### src/rtl/period_meter_pkg.sv
// Shared types and default constants for the period meter slice.
package period_meter_pkg;

  typedef enum logic [1:0] {
    IDLE    = 2'd0,
    ARM     = 2'd1,
    MEASURE = 2'd2
  } state_t;

  localparam int unsigned  CNT_W_DEF   = 26;
  localparam logic [25:0]  TIMEOUT_DEF = 26'd50000000;

endpackage

### src/rtl/period_meter_if.sv
// Measurement bus of the period meter: enable/pin inputs and result outputs.
interface period_meter_if #(
  parameter int unsigned CNT_W = 26
);
  logic             i_enable;
  logic             i_sig;
  logic [CNT_W-1:0] o_period;
  logic [CNT_W-1:0] o_high_time;
  logic             o_valid;
  logic             o_timeout;
  logic             o_busy;

  modport master (
    output i_enable, i_sig,
    input  o_period, o_high_time, o_valid, o_timeout, o_busy
  );

  modport slave (
    input  i_enable, i_sig,
    output o_period, o_high_time, o_valid, o_timeout, o_busy
  );
endinterface

### src/rtl/period_meter_sync_edge_det.sv
// Two-flop synchroniser plus history flop; emits single-cycle rise/fall strobes
// for an asynchronous input.
module sync_edge_det (
  input  logic i_clk,
  input  logic i_reset,
  input  logic i_async,
  output logic o_rise,
  output logic o_fall
);

  logic meta_q;
  logic sync_q;
  logic hist_q;

  // NOTE: non-blocking assignments make the three flops shift as a true
  // pipeline; blocking ones would collapse them into a single stage.
  always_ff @(posedge i_clk or posedge i_reset) begin
    if (i_reset) begin
      meta_q <= 1'b0;
      sync_q <= 1'b0;
      hist_q <= 1'b0;
    end else begin
      meta_q <= i_async;
      sync_q <= meta_q;
      hist_q <= sync_q;
    end
  end

  assign o_rise = sync_q & ~hist_q;
  assign o_fall = ~sync_q & hist_q;

endmodule

### src/rtl/period_meter.sv
// Continuous period / high-time meter for a slow square wave, with a sticky
// stall flag when no rising edge arrives within TIMEOUT cycles.
module period_meter
  import period_meter_pkg::*;
#(
  parameter int unsigned      CNT_W   = CNT_W_DEF,
  parameter logic [CNT_W-1:0] TIMEOUT = CNT_W'(TIMEOUT_DEF)
) (
  input  logic          i_clk,
  input  logic          i_reset,
  period_meter_if.slave bus
);

  localparam logic [CNT_W-1:0] ONE  = CNT_W'(1);
  localparam logic [CNT_W-1:0] TERM = TIMEOUT - ONE;

  state_t           state_q, state_d;
  logic [CNT_W-1:0] cnt_q;
  logic [CNT_W-1:0] high_shadow_q;
  logic [CNT_W-1:0] period_q;
  logic [CNT_W-1:0] high_q;
  logic             valid_q;
  logic             timeout_q;
  logic             busy;
  logic             rise;
  logic             fall;
  logic             term;

  sync_edge_det u_sync (
    .i_clk   (i_clk),
    .i_reset (i_reset),
    .i_async (bus.i_sig),
    .o_rise  (rise),
    .o_fall  (fall)
  );

  assign term = (cnt_q == TERM);

  always_ff @(posedge i_clk or posedge i_reset) begin
    if (i_reset) state_q <= IDLE;
    else         state_q <= state_d;
  end

  // NOTE: state_d takes a default before any branch so no path leaves it
  // unassigned, which would otherwise infer a latch.
  always_comb begin
    state_d = state_q;
    if (!bus.i_enable) begin
      state_d = IDLE;
    end else begin
      case (state_q)
        IDLE:         state_d = ARM;
        ARM, MEASURE: if (rise)      state_d = MEASURE;
                      else if (term) state_d = ARM;
        default:      state_d = IDLE;
      endcase
    end
  end

  always_comb begin
    busy = (state_q != IDLE);
  end

  // A rise on the terminal-count cycle is a legal measurement, so it is
  // tested before the timeout.
  always_ff @(posedge i_clk or posedge i_reset) begin
    if (i_reset) begin
      cnt_q         <= '0;
      high_shadow_q <= '0;
      period_q      <= '0;
      high_q        <= '0;
      valid_q       <= 1'b0;
      timeout_q     <= 1'b0;
    end else begin
      valid_q <= 1'b0;
      if (!bus.i_enable || state_q == IDLE) begin
        cnt_q <= '0;
      end else if (rise) begin
        cnt_q <= '0;
        if (state_q == MEASURE) begin
          period_q  <= cnt_q + ONE;
          high_q    <= high_shadow_q;
          valid_q   <= 1'b1;
          timeout_q <= 1'b0;
        end
      end else if (term) begin
        cnt_q     <= '0;
        period_q  <= '0;
        high_q    <= '0;
        timeout_q <= 1'b1;
      end else begin
        cnt_q <= cnt_q + ONE;
        if (fall && state_q == MEASURE) high_shadow_q <= cnt_q + ONE;
      end
    end
  end

  assign bus.o_period    = period_q;
  assign bus.o_high_time = high_q;
  assign bus.o_valid     = valid_q;
  assign bus.o_timeout   = timeout_q;
  assign bus.o_busy      = busy;

endmodule

### src/flat_wrapper.sv
// flat-port wrapper written by rule: the top's interface ports become plain ports
module period_meter_flat import period_meter_pkg::*;
#(
  parameter int unsigned      CNT_W   = CNT_W_DEF,
  parameter logic [CNT_W-1:0] TIMEOUT = CNT_W'(TIMEOUT_DEF)
)
  (i_clk, i_reset, bus_i_enable, bus_i_sig, bus_o_period, bus_o_high_time, bus_o_valid, bus_o_timeout, bus_o_busy);
  period_meter_if #(.CNT_W(CNT_W)) bus_i ();
  input  logic i_clk;
  input  logic i_reset;
  input wire logic [$bits(bus_i.i_enable)-1:0] bus_i_enable;
  input wire logic [$bits(bus_i.i_sig)-1:0] bus_i_sig;
  output wire logic [$bits(bus_i.o_period)-1:0] bus_o_period;
  output wire logic [$bits(bus_i.o_high_time)-1:0] bus_o_high_time;
  output wire logic [$bits(bus_i.o_valid)-1:0] bus_o_valid;
  output wire logic [$bits(bus_i.o_timeout)-1:0] bus_o_timeout;
  output wire logic [$bits(bus_i.o_busy)-1:0] bus_o_busy;
  assign bus_i.i_enable = bus_i_enable;
  assign bus_i.i_sig = bus_i_sig;
  assign bus_o_period = bus_i.o_period;
  assign bus_o_high_time = bus_i.o_high_time;
  assign bus_o_valid = bus_i.o_valid;
  assign bus_o_timeout = bus_i.o_timeout;
  assign bus_o_busy = bus_i.o_busy;
  period_meter #(.CNT_W(CNT_W), .TIMEOUT(TIMEOUT)) u_core (.i_clk(i_clk), .i_reset(i_reset), .bus(bus_i));
endmodule
### config.mk
export PLATFORM = sky130hd
export DESIGN_NAME = period_meter_flat
export DESIGN_NICKNAME = d
export VERILOG_FILES = /design/src/rtl/period_meter_pkg.sv /design/src/rtl/period_meter_if.sv /design/src/rtl/period_meter_sync_edge_det.sv /design/src/rtl/period_meter.sv /design/src/flat_wrapper.sv
export SDC_FILE = /design/constraint.sdc
export NUM_CORES = 1
export LEC_CHECK = 0
export CORE_UTILIZATION = 57
export CTS_BUF_LIST = sky130_fd_sc_hd__clkbuf_4 sky130_fd_sc_hd__clkbuf_8
export DETAILED_ROUTE_END_ITERATION = 12
export GPL_ROUTABILITY_DRIVEN = 0
export PLACE_DENSITY = 0.79
export SYNTH_ARGS = -nofsm -noshare
export SYNTH_HDL_FRONTEND = slang
export SYNTH_HIERARCHICAL = 1
export SYNTH_SLANG_ARGS = --single-unit
export TNS_END_PERCENT = 30
### constraint.sdc
create_clock -name i_clk -period 5.4 [get_ports i_clk]
set_clock_uncertainty 0.2 [all_clocks]
set_input_delay 1.08 -clock i_clk [delete_from_list [all_inputs] [get_ports i_clk]]
set_output_delay 1.08 -clock i_clk [all_outputs]
set_load 0.05 [all_outputs]
### Word-level counts from Yosys, hierarchy flattened

Cells that the tools add are included.

| cells by class | value |
|---|---|
| add/subtract/negate cells | 1 |
| equality and inequality tests | 5 |
| mux-type cells | 18 |
| bitwise logic cells | 7 |
| reductions and logical operators | 9 |

Operators by type and width:

| cell | number |
|---|---|
| $mux 26 | 8 |
| $add 26x1->26 const B | 1 |
| $eq 26x26->1 const B | 1 |
| $mux 1 | 6 |
| $mux 2 | 3 |
| $not 1->1 | 5 |
| $ne 4x2->1 const B | 1 |
| $pmux 2 s2 | 1 |
| $reduce_and 4->1 | 1 |
| $reduce_bool 2->1 | 2 |
| $reduce_and 3->1 | 1 |
| $and 1x1->1 | 2 |
| $eq 2x1->1 const B | 1 |
| $eq 2x2->1 const B | 1 |
| $logic_not 2->1 | 1 |
| $ne 2x2->1 const B | 1 |
| $reduce_or 2->1 | 1 |
| $logic_and 1x1->1 | 1 |
| $logic_not 1->1 | 1 |
| $logic_or 1x1->1 | 1 |

| storage, ports and cells | value |
|---|---|
| register bits after elaboration | 111 |
| bits of input ports | 4 |
| logic and storage cells | 50 |

### Logic depth before layout (Yosys ltp)

Gate-level depths: netlist (run 1).

| depth | value |
|---|---|
| word-level depth | 5 |
| mapped depth | 8 |
| mapped depth without buffers | 7 |

### By module

Netlist (run 1), hierarchy kept.

Modules (own cells, without submodules):

| module | instances | cells each | area an instance (um^2) | sequential area each (um^2) |
|---|---|---|---|---|
| period_meter | 1 | 455 | 4480.5 | 2702.6 |
| sync_edge_det | 1 | 6 | 93.8 | 75.1 |

### Worst setup path after synthesis (run 1)

Ideal clock, no wire load.

| timing path | value |
|---|---|
| kind | in2reg |
| start | input port bus_i_enable |
| end | register u_core.high_shadow_q[6] |
| data arrival time | 2308 ps |
| required time | 5122 ps |
| setup slack | 2814 ps |
| cell stages on the path | 6 |
| buffers on the path | 1 |
| path through | nor2b_1 -> nand2b_1 -> a211oi_1 -> clkbuf_1 -> nor2_1 -> a21oi_1 |

| between the ends | value |
|---|---|
| longest elaborated chain between the ends | 4 |

Ends and longest elaborated chain:

| element | line | RTL |
|---|---|---|
| from (decl) | flat_wrapper.sv:11 | `input wire logic [$bits(bus_i.i_enable)-1:0] bus_i_enable;` |
| $logic_not 1->1 | - |  |
| $logic_or 1x1->1 | period_meter.sv:76 | `if (!bus.i_enable \|\| state_q == IDLE) begin` |
| $not 1->1 (no line) | - |  |
| $reduce_and 4->1 (no line) | - |  |
| to (signal assigned) | period_meter.sv:93 | `if (fall && state_q == MEASURE) high_shadow_q <= cnt_q + ONE;` |
| to (decl) | period_meter.sv:19 | `logic [CNT_W-1:0] high_shadow_q;` |

No other way between the ends.
A chain may end at the register's enable or synchronous reset.

### Worst setup path after layout (run 1)

| timing path | value |
|---|---|
| start | input port bus_i_enable |
| end | register u_core.high_shadow_q[2] |

The elaborated chain is that of the path after synthesis.

==> results.yml, run 1 <==
run_status:
  status: "completed"
finish:
  diodes: 0
  fin_nets: 517
  seq_area_mm2: 0.00278
  final_cell_mix: "dfrtp_1, nand2_1, clkdlybuf4s50_1, nor2_1"
  drive_gt1_frac: 0.0603
  finalInstanceArea_mm2: 0.00541
  nFillCells: 590
  final_cells: 616
  area_growth_syn_to_layout_pct: 18.4
  final_common_cell: "dfrtp_1"
  multiInputGateArea_mm2: 0.00167
critical_path:
  r2r_slack_ns: 2.02
  crit_type: "input pin to flop"
  rr_endpoint: "u_core/bus.o_period[25]$_DFFE_PP0P_"
  timing.rr.start: "u_core/cnt_q[0]$_DFF_PP0_"
  path_max_fanout: 26
  r2r_cells: 6
  crit_chain: "clkdlybuf4s50_1 > nor2b_1 > nand2b_1 > a211oi_4 > buf_4 > nor2_1 > a21oi_1"
  crit_path_top_delay_cell: "a211oi_4"
  endpoint: "u_core/high_shadow_q[2]$_DFFE_PP0P_"
  worstPathArrival_ns: 3.50
  worstSetupEndpointType: "flop"
  worstPathRequired_ns: 5.48
  startpoint: "bus_i_enable"
  startpoint_type: "input pin"
  critPathMaxStageDelay_ns: 0.81
floorplan:
  die_y_um: 91.6
  die_width_um: 91.6
  die_area_mm2: 0.00839
  core_area_mm2: 0.00773
  initial_core_util: 0.592
  rows: 32
  io_pins: 59
clocking:
  cts_sinks: 111
  cts_resized: 0
  worstSkewPairLatency_ns: 0.36
  cts_max_level: 3
  numCtsBuffers: 9
  path_clk_slew_ns: 0.09
  cts_tree: "yes"
  clockRootBuffer: "clkbuf_8"
  clock_path_buffers: 2
  hold_buffers: 0
  postCtsSetupBuffers: 0
drt:
  routedWlPerCell_um: 14.5
  viasPerCell: 5.51
  antenna_left: 0
  drc: 0
  vias: 3392
  drt_iter0_drc: 165
  first_pass_iters: 4
  drt-total-wl_mm: 8.93
grt:
  antenna_found_initial: 0
  met2_usage: 0.362
  grt_pass1_vias: 3291
  track_usage: 0.232
  gr-total-overflow: 0
  grt_max_degree: 79
  grt_pass1_wl_mm: 15.5
  grt_util_met1: 0.333
  use_met3: 0.0369
  busiest_layer: "met2"
logic_synthesis:
  syn-cell-area_mm2: 0.00457
  yosysUniqueCellTypes: 38
  synth_seq_cells: 111
  yosys-top-cells-area: "dfrtp_1, nand2_1, nor2_1"
  synth.avg_cell_area_um2: 9.92
  synth_top_area_frac: 0.607
  async_flop_share: 1.00
  ys.flop_type: "dfrtp_1"
  synth-edff-count: 0
  synth_top_area_cell: "dfrtp_1"
  yosysWarnings: 6
  syn-instance-count: 461
  yosysSeqAreaShare: 0.607
  syn-num-nets: 469
power_and_ir_drop:
  vdd_drop_max_mv: 0.200
  cellLeakagePower_nw: 2.26
  power_density_mw_per_mm2: 312
  pwr-share-clk: 0.294
  power_switching_w: 0.000477
  comb_power_share: 0.155
  seqPwrFrac: 0.551
  p_sw_frac: 0.282
  p_int_w: 0.00121
timing:
  drv_slew: 0
  whs_ns: 0.161
  fmax_mhz: 293
  worst_pin_slew_ns: 1.14
  slew_headroom: 0.239
  period_share: 0.633
  fin_crit_ns: 3.42
  grt_setup_unrepaired: "no"
  setup-violations-final: 0
  setup_tns_ns: 0
  hold_violations: 0
placed_design:
  portBuffers: 58
  hpwl_mm: 5.97
  dpl-instance-area_mm2: 0.00521
  dp_cells: 600
hold_path:
  hold_path_class: "flop to flop"
  worstHoldStart: "u_core/u_sync/meta_q$_DFF_PP0_"
job:
  maxCapViolations: 0
-- area by class of cell --
cell class                 instances  area share
clock buffer                      11      0.0268
clock inverter                     5      0.0104
inverter                           9     0.00670
multi-input combinational        317       0.308
sequential                       111       0.513
tap                              102      0.0236
timing repair buffer              61       0.111
-- cell usage after synthesis, drive strengths merged, types with 3 or more instances --
library cell	n
dfrtp	111
nand2	93
nor2	58
a21oi	26
o21ai	26
o22ai	26
xor2	18
clkbuf	14
nand3	13
nand4	11
buf	10
inv	8
nor3	6
nor4	6
xnor2	6
ha	4
nand2b	4
nor2b	3
-- worst min-delay path by stage --
stage                                           to  slack (ns)  depth (start not counted)
detailed placement  u_core/u_sync/sync_q$_DFF_PP0_        0.14                          0
finish              u_core/u_sync/sync_q$_DFF_PP0_        0.16                          0
CTS                 u_core/u_sync/sync_q$_DFF_PP0_        0.16                          0
global placement    u_core/u_sync/sync_q$_DFF_PP0_        0.14                          0
floorplan           u_core/u_sync/sync_q$_DFF_PP0_        0.13                          0
global route        u_core/u_sync/sync_q$_DFF_PP0_        0.17                          0
-- power groups by stage --
stage / sequential, W / combinational [W] / clock [W]
final: 0.000931 / 0.000263 / 0.000497
after detailed placement: 0.000948 / 0.000265 / 0
after CTS: 0.000932 / 0.000266 / 0.000507
after global routing: 0.000940 / 0.000287 / 0.000540
after global placement: 0.000946 / 0.000257 / 0
after floorplan: 0.00102 / 0.000112 / 0
-- logic make-up (layout without fill, tap and decap cells) --
| logic type | Yosys count | count (layout) | synth area share |
|---|---|---|---|
| mux | 1 | 1 | 0.00246 |
| xor+xnor | 24 | 24 | 0.0460 |
| simple gates | 207 | 207 | 0.204 |
| compound gates | 81 | 81 | 0.0974 |
| flops | 111 | 111 | 0.607 |
| fa+ha+maj | 4 | 4 | 0.0109 |
| buf+inv | 33 | 86 | 0.0320 |
-- registers in the layout, summed over array words and instances, names as in the netlist --
| signal | count |
|---|---|
| u_core/state_q | 2 |
| u_core/bus.o_period | 26 |
| u_core/bus.o_valid | 1 |
| u_core/bus.o_high_time | 26 |
| u_core/cnt_q | 26 |
| u_core/u_sync/hist_q | 1 |
| u_core/bus.o_timeout | 1 |
| u_core/u_sync/meta_q | 1 |
| u_core/high_shadow_q | 26 |
| u_core/u_sync/sync_q | 1 |
-- per-layer routing --
layer,up-vias,share of wire,wire [um]
met2,56,0.49,4360
met1,1680,0.47,4180
met3,12,0.029,262
met4,0,0.013,119
met5,-,0,0
li1,1644,-,-
-- worst max-delay path, delay by kind of cell --
family | cells | cell delay [ns]
buffers and inverters | 2 | 0.93
AND/OR/NAND/NOR | 3 | 0.54
AO/OA/AOI/OAI | 2 | 0.95
-- metrics by stage --
step                setup WS [ns]  total power [W]  utilization
global route                 1.70          0.00177        0.701
detailed placement           1.59          0.00121        0.675
CTS                          1.97          0.00170        0.701
global placement             1.75          0.00120        0.675
finish                       1.98          0.00169        0.701
floorplan                    1.27          0.00113            -
(Power assumes the default switching activity.)
==> inputs of run 2 (changes only) <==
==> constraint.sdc (replaced) <==
create_clock -name i_clk -period 3.55 [get_ports i_clk]
set_clock_uncertainty 0.2 [all_clocks]
set_input_delay 0.71 -clock i_clk [delete_from_list [all_inputs] [get_ports i_clk]]
set_output_delay 0.71 -clock i_clk [all_outputs]
set_load 0.05 [all_outputs]
==> run 2 against run 1 <==
Net effect: clock power grew 77%; critical path depth is the same; utilization grew 1.2 points; first-iteration DRC count grew 58%; largest cell class unchanged; clock-buffer cell count shrank 1; critical path type is now flop to flop; largest power group unchanged; global-route usage grew 0.94 points.
==> results.yml, run 2 (synthesis gave the netlist of run 1 again) <==
drt:
  antenna_left: 0
  routedWlPerCell_um: 14.9
  vias: 3435
  drc: 0
  first_pass_iters: 4
  drt-total-wl_mm: 9.26
  drt_iter0_drc: 261
  viasPerCell: 5.53
placed_design:
  portBuffers: 58
  dpl-instance-area_mm2: 0.00527
  hpwl_mm: 6.34
finish:
  fin_nets: 523
  final_common_cell: "dfrtp_1"
  diodes: 0
  area_growth_syn_to_layout_pct: 20.4
  final_cell_mix: "dfrtp_1, nand2_1, clkdlybuf4s50_1, nor2_1"
  drive_gt1_frac: 0.0694
  finalInstanceArea_mm2: 0.00551
hold_path:
  hold_path_class: "flop to flop"
  worstHoldStart: "u_core/u_sync/meta_q$_DFF_PP0_"
timing:
  fmax_mhz: 343
  slew_headroom: 0.488
  setup-violations-final: 0
  fin_crit_ns: 2.91
  worst_pin_slew_ns: 0.761
  drv_slew: 0
  setup_tns_ns: 0
  hold_violations: 0
  grt_setup_unrepaired: "no"
  period_share: 0.820
clocking:
  path_clk_slew_ns: 0.10
  numCtsBuffers: 9
  hold_buffers: 0
  clock_path_buffers: 2
  clockRootBuffer: "clkbuf_8"
  cts_tree: "yes"
  cts_max_level: 3
  cts_resized: 0
  cts_sinks: 111
  worstSkewPairLatency_ns: 0.36
  postCtsSetupBuffers: 0
critical_path:
  worstPathArrival_ns: 2.94
  cp_top_family: "simple AND/OR/NAND/NOR gates"
  cp_num_buf_inv: 1
  endpoint: "u_core/cnt_q[18]$_DFF_PP0_"
  worstPathRequired_ns: 3.58
  startpoint: "u_core/cnt_q[0]$_DFF_PP0_"
  timing.rr.start: "u_core/cnt_q[0]$_DFF_PP0_"
  rr_endpoint: "u_core/cnt_q[18]$_DFF_PP0_"
  path_max_fanout: 14
  critPathMaxStageDelay_ns: 0.54
  crit_type: "flop to flop"
  r2r_cells: 7
  crit_chain: "ha_1 > nand3_1 > or4_1 > or4_4 > nand2b_1 > buf_4 > nor2_1"
  startpoint_type: "flop"
  r2r_slack_ns: 0.64
  crit_cells: 7
  worstSetupEndpointType: "flop"
  crit_path_top_delay_cell: "or4_4"
run_status:
  status: "completed"
grt:
  grt_pass1_vias: 3333
  grt_pass1_wl_mm: 15.8
  grt_max_degree: 82
  antenna_found_initial: 0
  track_usage: 0.242
  gr-total-overflow: 0
floorplan:
  die_y_um: 91.6
  die_width_um: 91.6
  io_pins: 59
  die_area_mm2: 0.00839
  rows: 32
  core_area_mm2: 0.00773
  initial_core_util: 0.592
power_and_ir_drop:
  power_density_mw_per_mm2: 491
  cellLeakagePower_nw: 2.30
  vdd_drop_max_mv: 0.271
job:
  maxCapViolations: 0
-- run 2: cell count changes in the layout (fill, tap and decap cells not counted) --
cell	delta
clkinv_2	-2
buf_12	+1
buf_4	+5
bufinv_16	+2
clkinvlp_4	+1
inv_4	-1
clkbuf_8	-1
-- run 2: report_power, final --
group	total, W	internal, W	switching, W
logic	0.000410	0.000137	0.000273
registers	0.00142	0.00136	0.0000562
clock network	0.000879	0.000476	0.000403
total	0.00271	0.00197	0.000733
-- run 2: layout make-up --
type,instances,area [um2]
sequential,111,2780
tap,102,128
multi-input combinational,317,1670
inverter,9,37.5
fill,575,2220
clock inverter,5,106
clock buffer,10,131
timing repair buffer,67,661
-- run 2: worst reg2reg max path, cell delays in order (launching register included) --
cell	delay, ns
dfrtp_1	0.44
ha_1	0.25
nand3_1	0.14
or4_1	0.49
or4_4	0.54
nand2b_1	0.36
buf_4	0.29
nor2_1	0.07
-- run 2: how the worst min path moves through the flow --
| stage | endpoint | slack [ns] | cells after the start |
|---|---|---|---|
| global route | u_core/u_sync/sync_q$_DFF_PP0_ | 0.17 | 0 |
| CTS | u_core/u_sync/sync_q$_DFF_PP0_ | 0.16 | 0 |
| finish | u_core/u_sync/sync_q$_DFF_PP0_ | 0.16 | 0 |
| global placement | u_core/u_sync/sync_q$_DFF_PP0_ | 0.14 | 0 |
| floorplan | u_core/u_sync/sync_q$_DFF_PP0_ | 0.13 | 0 |
| detailed placement | u_core/u_sync/sync_q$_DFF_PP0_ | 0.14 | 0 |
-- run 2: layer usage --
layer,up-vias,share of wire,track usage
li1,1662,-,-
met1,1692,0.45,0.333
met2,70,0.49,0.386
met3,11,0.043,0.0494
met4,0,0.013,0.0807
met5,-,0,0
-- run 2: through the flow --
stage          std cells  worst slack, ns  total power [W]   util  hold slack [ns]
2_1_floorplan        461             1.09          0.00172      -            0.131
3_3_place_gp         606            0.760          0.00184  0.682            0.135
3_5_place_dp         606            0.675          0.00185  0.682            0.138
4_1_cts              621            0.640          0.00273  0.713            0.161
5_1_grt              621            0.463          0.00282  0.713            0.174
6_report             621            0.637          0.00271  0.713            0.157
==> inputs of run 3 (changes only) <==
--- a/config.mk
+++ b/config.mk
@@ -5,11 +5,11 @@
 export SDC_FILE = /design/constraint.sdc
 export NUM_CORES = 1
 export LEC_CHECK = 0
-export CORE_UTILIZATION = 57
+export CORE_UTILIZATION = 51
 export CTS_BUF_LIST = sky130_fd_sc_hd__clkbuf_4 sky130_fd_sc_hd__clkbuf_8
 export DETAILED_ROUTE_END_ITERATION = 12
 export GPL_ROUTABILITY_DRIVEN = 0
-export PLACE_DENSITY = 0.79
+export PLACE_DENSITY = 0.74
 export SYNTH_ARGS = -nofsm -noshare
 export SYNTH_HDL_FRONTEND = slang
 export SYNTH_HIERARCHICAL = 1
==> constraint.sdc (replaced) <==
create_clock -name i_clk -period 2.4 [get_ports i_clk]
set_clock_uncertainty 0.2 [all_clocks]
set_input_delay 0.48 -clock i_clk [delete_from_list [all_inputs] [get_ports i_clk]]
set_output_delay 0.48 -clock i_clk [all_outputs]
set_load 0.05 [all_outputs]
==> run 3 against run 2 <==
Net effect: the flow now finishes with violations (setup timing); register-to-register slack got worse by 0.65 ns; via count increased by 7.4%; fmax increased by 21%; hold slack improved by 0.0023 ns; clock-buffer cell count increased by 1; sequential cell count unchanged; final area increased by 9.4%; clock power increased by 19%; highest routed layer unchanged; power increased by 40%; setup slack got worse by 0.65 ns.
==> results.yml, run 3 (synthesis gave the netlist of run 1 again) <==
clocking:
  numCtsBuffers: 9
  hold_buffers: 0
  clockRootBuffer: "clkbuf_8"
  cts_max_level: 3
  path_clk_slew_ns: 0.10
  cts_tree: "yes"
  worstSkewPairLatency_ns: 0.37
  cts_sinks: 111
  clock_path_buffers: 2
drt:
  viasPerCell: 5.55
  antenna_left: 0
  drc: 0
  vias: 3690
  routedWlPerCell_um: 16.2
  drt-total-wl_mm: 10.7
  first_pass_iters: 4
  drt_iter0_drc: 257
finish:
  final_cell_mix: "dfrtp_1, nand2_1, clkdlybuf4s50_1, nor2_1, buf_4"
  drive_gt1_frac: 0.174
  fin_nets: 560
  nFillCells: 631
  final_cells: 665
  area_growth_syn_to_layout_pct: 31.7
  finalInstanceArea_mm2: 0.00603
  final_common_cell: "dfrtp_1"
  diodes: 0
grt:
  grt_util_met1: 0.317
  use_met3: 0.0303
  track_usage: 0.221
  antenna_found_initial: 0
  grt_max_degree: 109
  busiest_layer: "met2"
  gr-total-overflow: 0
  grt_pass1_wl_mm: 16.7
  grt_pass1_vias: 3466
  met2_usage: 0.352
hold_path:
  hold_path_class: "input pin to asynchronous set/reset pin"
placed_design:
  hpwl_mm: 6.50
  portBuffers: 58
  dp_cells: 636
  dpl-instance-area_mm2: 0.00553
timing:
  grt_setup_unrepaired: "yes"
  whs_ns: 0.159
  slew_headroom: 0.631
  setup-violations-final: 8
  worst_pin_slew_ns: 0.554
  period_share: 1.01
  fin_crit_ns: 2.41
  setup_tns_ns: -0.0611
  fin_ws_ns: -0.0146
  drv_slew: 0
  fmax_mhz: 414
  hold_violations: 0
floorplan:
  core_area_mm2: 0.00872
  io_pins: 59
  die_area_mm2: 0.00935
  die_width_um: 96.7
  die_y_um: 96.7
  rows: 34
  initial_core_util: 0.525
critical_path:
  worstSetupEndpointType: "flop"
  startpoint_type: "flop"
  timing.rr.start: "u_core/cnt_q[1]$_DFF_PP0_"
  path_max_fanout: 8
  crit_path_top_delay_cell: "or4_4"
  rr_endpoint: "u_core/bus.o_period[13]$_DFFE_PP0P_"
  crit_chain: "ha_2 > nand3_2 > or4_1 > or4_4 > nor2_4 > buf_12 > clkbuf_16 > o22ai_1"
  endpoint: "u_core/bus.o_period[13]$_DFFE_PP0P_"
  worstPathArrival_ns: 2.46
  startpoint: "u_core/cnt_q[1]$_DFF_PP0_"
  worstPathRequired_ns: 2.44
  critPathMaxStageDelay_ns: 0.53
  r2r_slack_ns: -0.01
  r2r_cells: 8
  crit_type: "flop to flop"
power_and_ir_drop:
  comb_power_share: 0.171
  power_density_mw_per_mm2: 630
  cellLeakagePower_nw: 2.56
  vdd_drop_max_mv: 0.341
  power_switching_w: 0.00112
  pwr-share-clk: 0.278
  p_sw_frac: 0.296
  seqPwrFrac: 0.551
  p_int_w: 0.00267
run_status:
  violations: "setup timing"
  status: "finished with violations"
job:
  maxCapViolations: 0
==> run 3: layout make-up <==
class / instances / area, um2 / share of cell area
multi-input cells: 317 / 1770 / 0.294
clock buffers: 11 / 145 / 0.0241
repair buffers: 104 / 1120 / 0.185
inverters: 9 / 37.5 / 0.00623
well taps: 108 / 135 / 0.0224
clock inverters: 5 / 40.0 / 0.00664
flip-flops and latches: 111 / 2780 / 0.461
==> run 3: worst max-delay path, delay by kind of cell, from the launching register on <==
| family | cells | cell delay, ns |
|---|---|---|
| and+or+nand+nor | 4 | 1.15 |
| DFF | 1 | 0.38 |
| buffers and inverters | 2 | 0.31 |
| AOI/OAI and AO/OA | 1 | 0.07 |
| adders and majority gates | 1 | 0.19 |
==> run 3: power groups by stage <==
stage,sequential (W),clock (W),combinational (W)
after floorplan,0.00229,0,0.000253
after global placement,0.00212,0,0.000617
after detailed placement,0.00213,0,0.000632
after CTS,0.00209,0.00108,0.000636
after global routing,0.00211,0.00116,0.000704
final,0.00209,0.00105,0.000648
==> run 3: worst min path at each step <==
| stage | to | cells after the start |
|---|---|---|
| floorplan | u_core/u_sync/hist_q$_DFF_PP0_ | 1 |
| global placement | u_core/u_sync/sync_q$_DFF_PP0_ | 0 |
| detailed placement | u_core/u_sync/sync_q$_DFF_PP0_ | 0 |
| CTS | u_core/u_sync/meta_q$_DFF_PP0_ | 2 |
| global route | u_core/u_sync/sync_q$_DFF_PP0_ | 2 |
| finish | u_core/u_sync/meta_q$_DFF_PP0_ | 2 |
==> run 3: repair_timing <==
item                       4_1_cts  5_1_grt
gates resized for setup          1       28
gates cloned                     1        4
pin swaps                        2       16
setup buffers                    2        6
setup endpoints to repair       42       83
==> run 3: per-stage QoR <==
step	power, W	utilization	worst slack [ns]
6_report	0.00379	0.691	-0.0146
5_1_grt	0.00397	0.691	-0.0744
4_1_cts	0.00381	0.663	-0.0325
3_5_place_dp	0.00276	0.634	-0.0348
3_3_place_gp	0.00274	0.634	0.00840
2_1_floorplan	0.00254	-	-0.0574
==> run 3: metal layers <==
layer | vias up | wire, um
met1 | 1839 | 4880
met4 | 0 | 161
met5 | - | 0
met3 | 12 | 396
li1 | 1737 | -
met2 | 102 | 5310
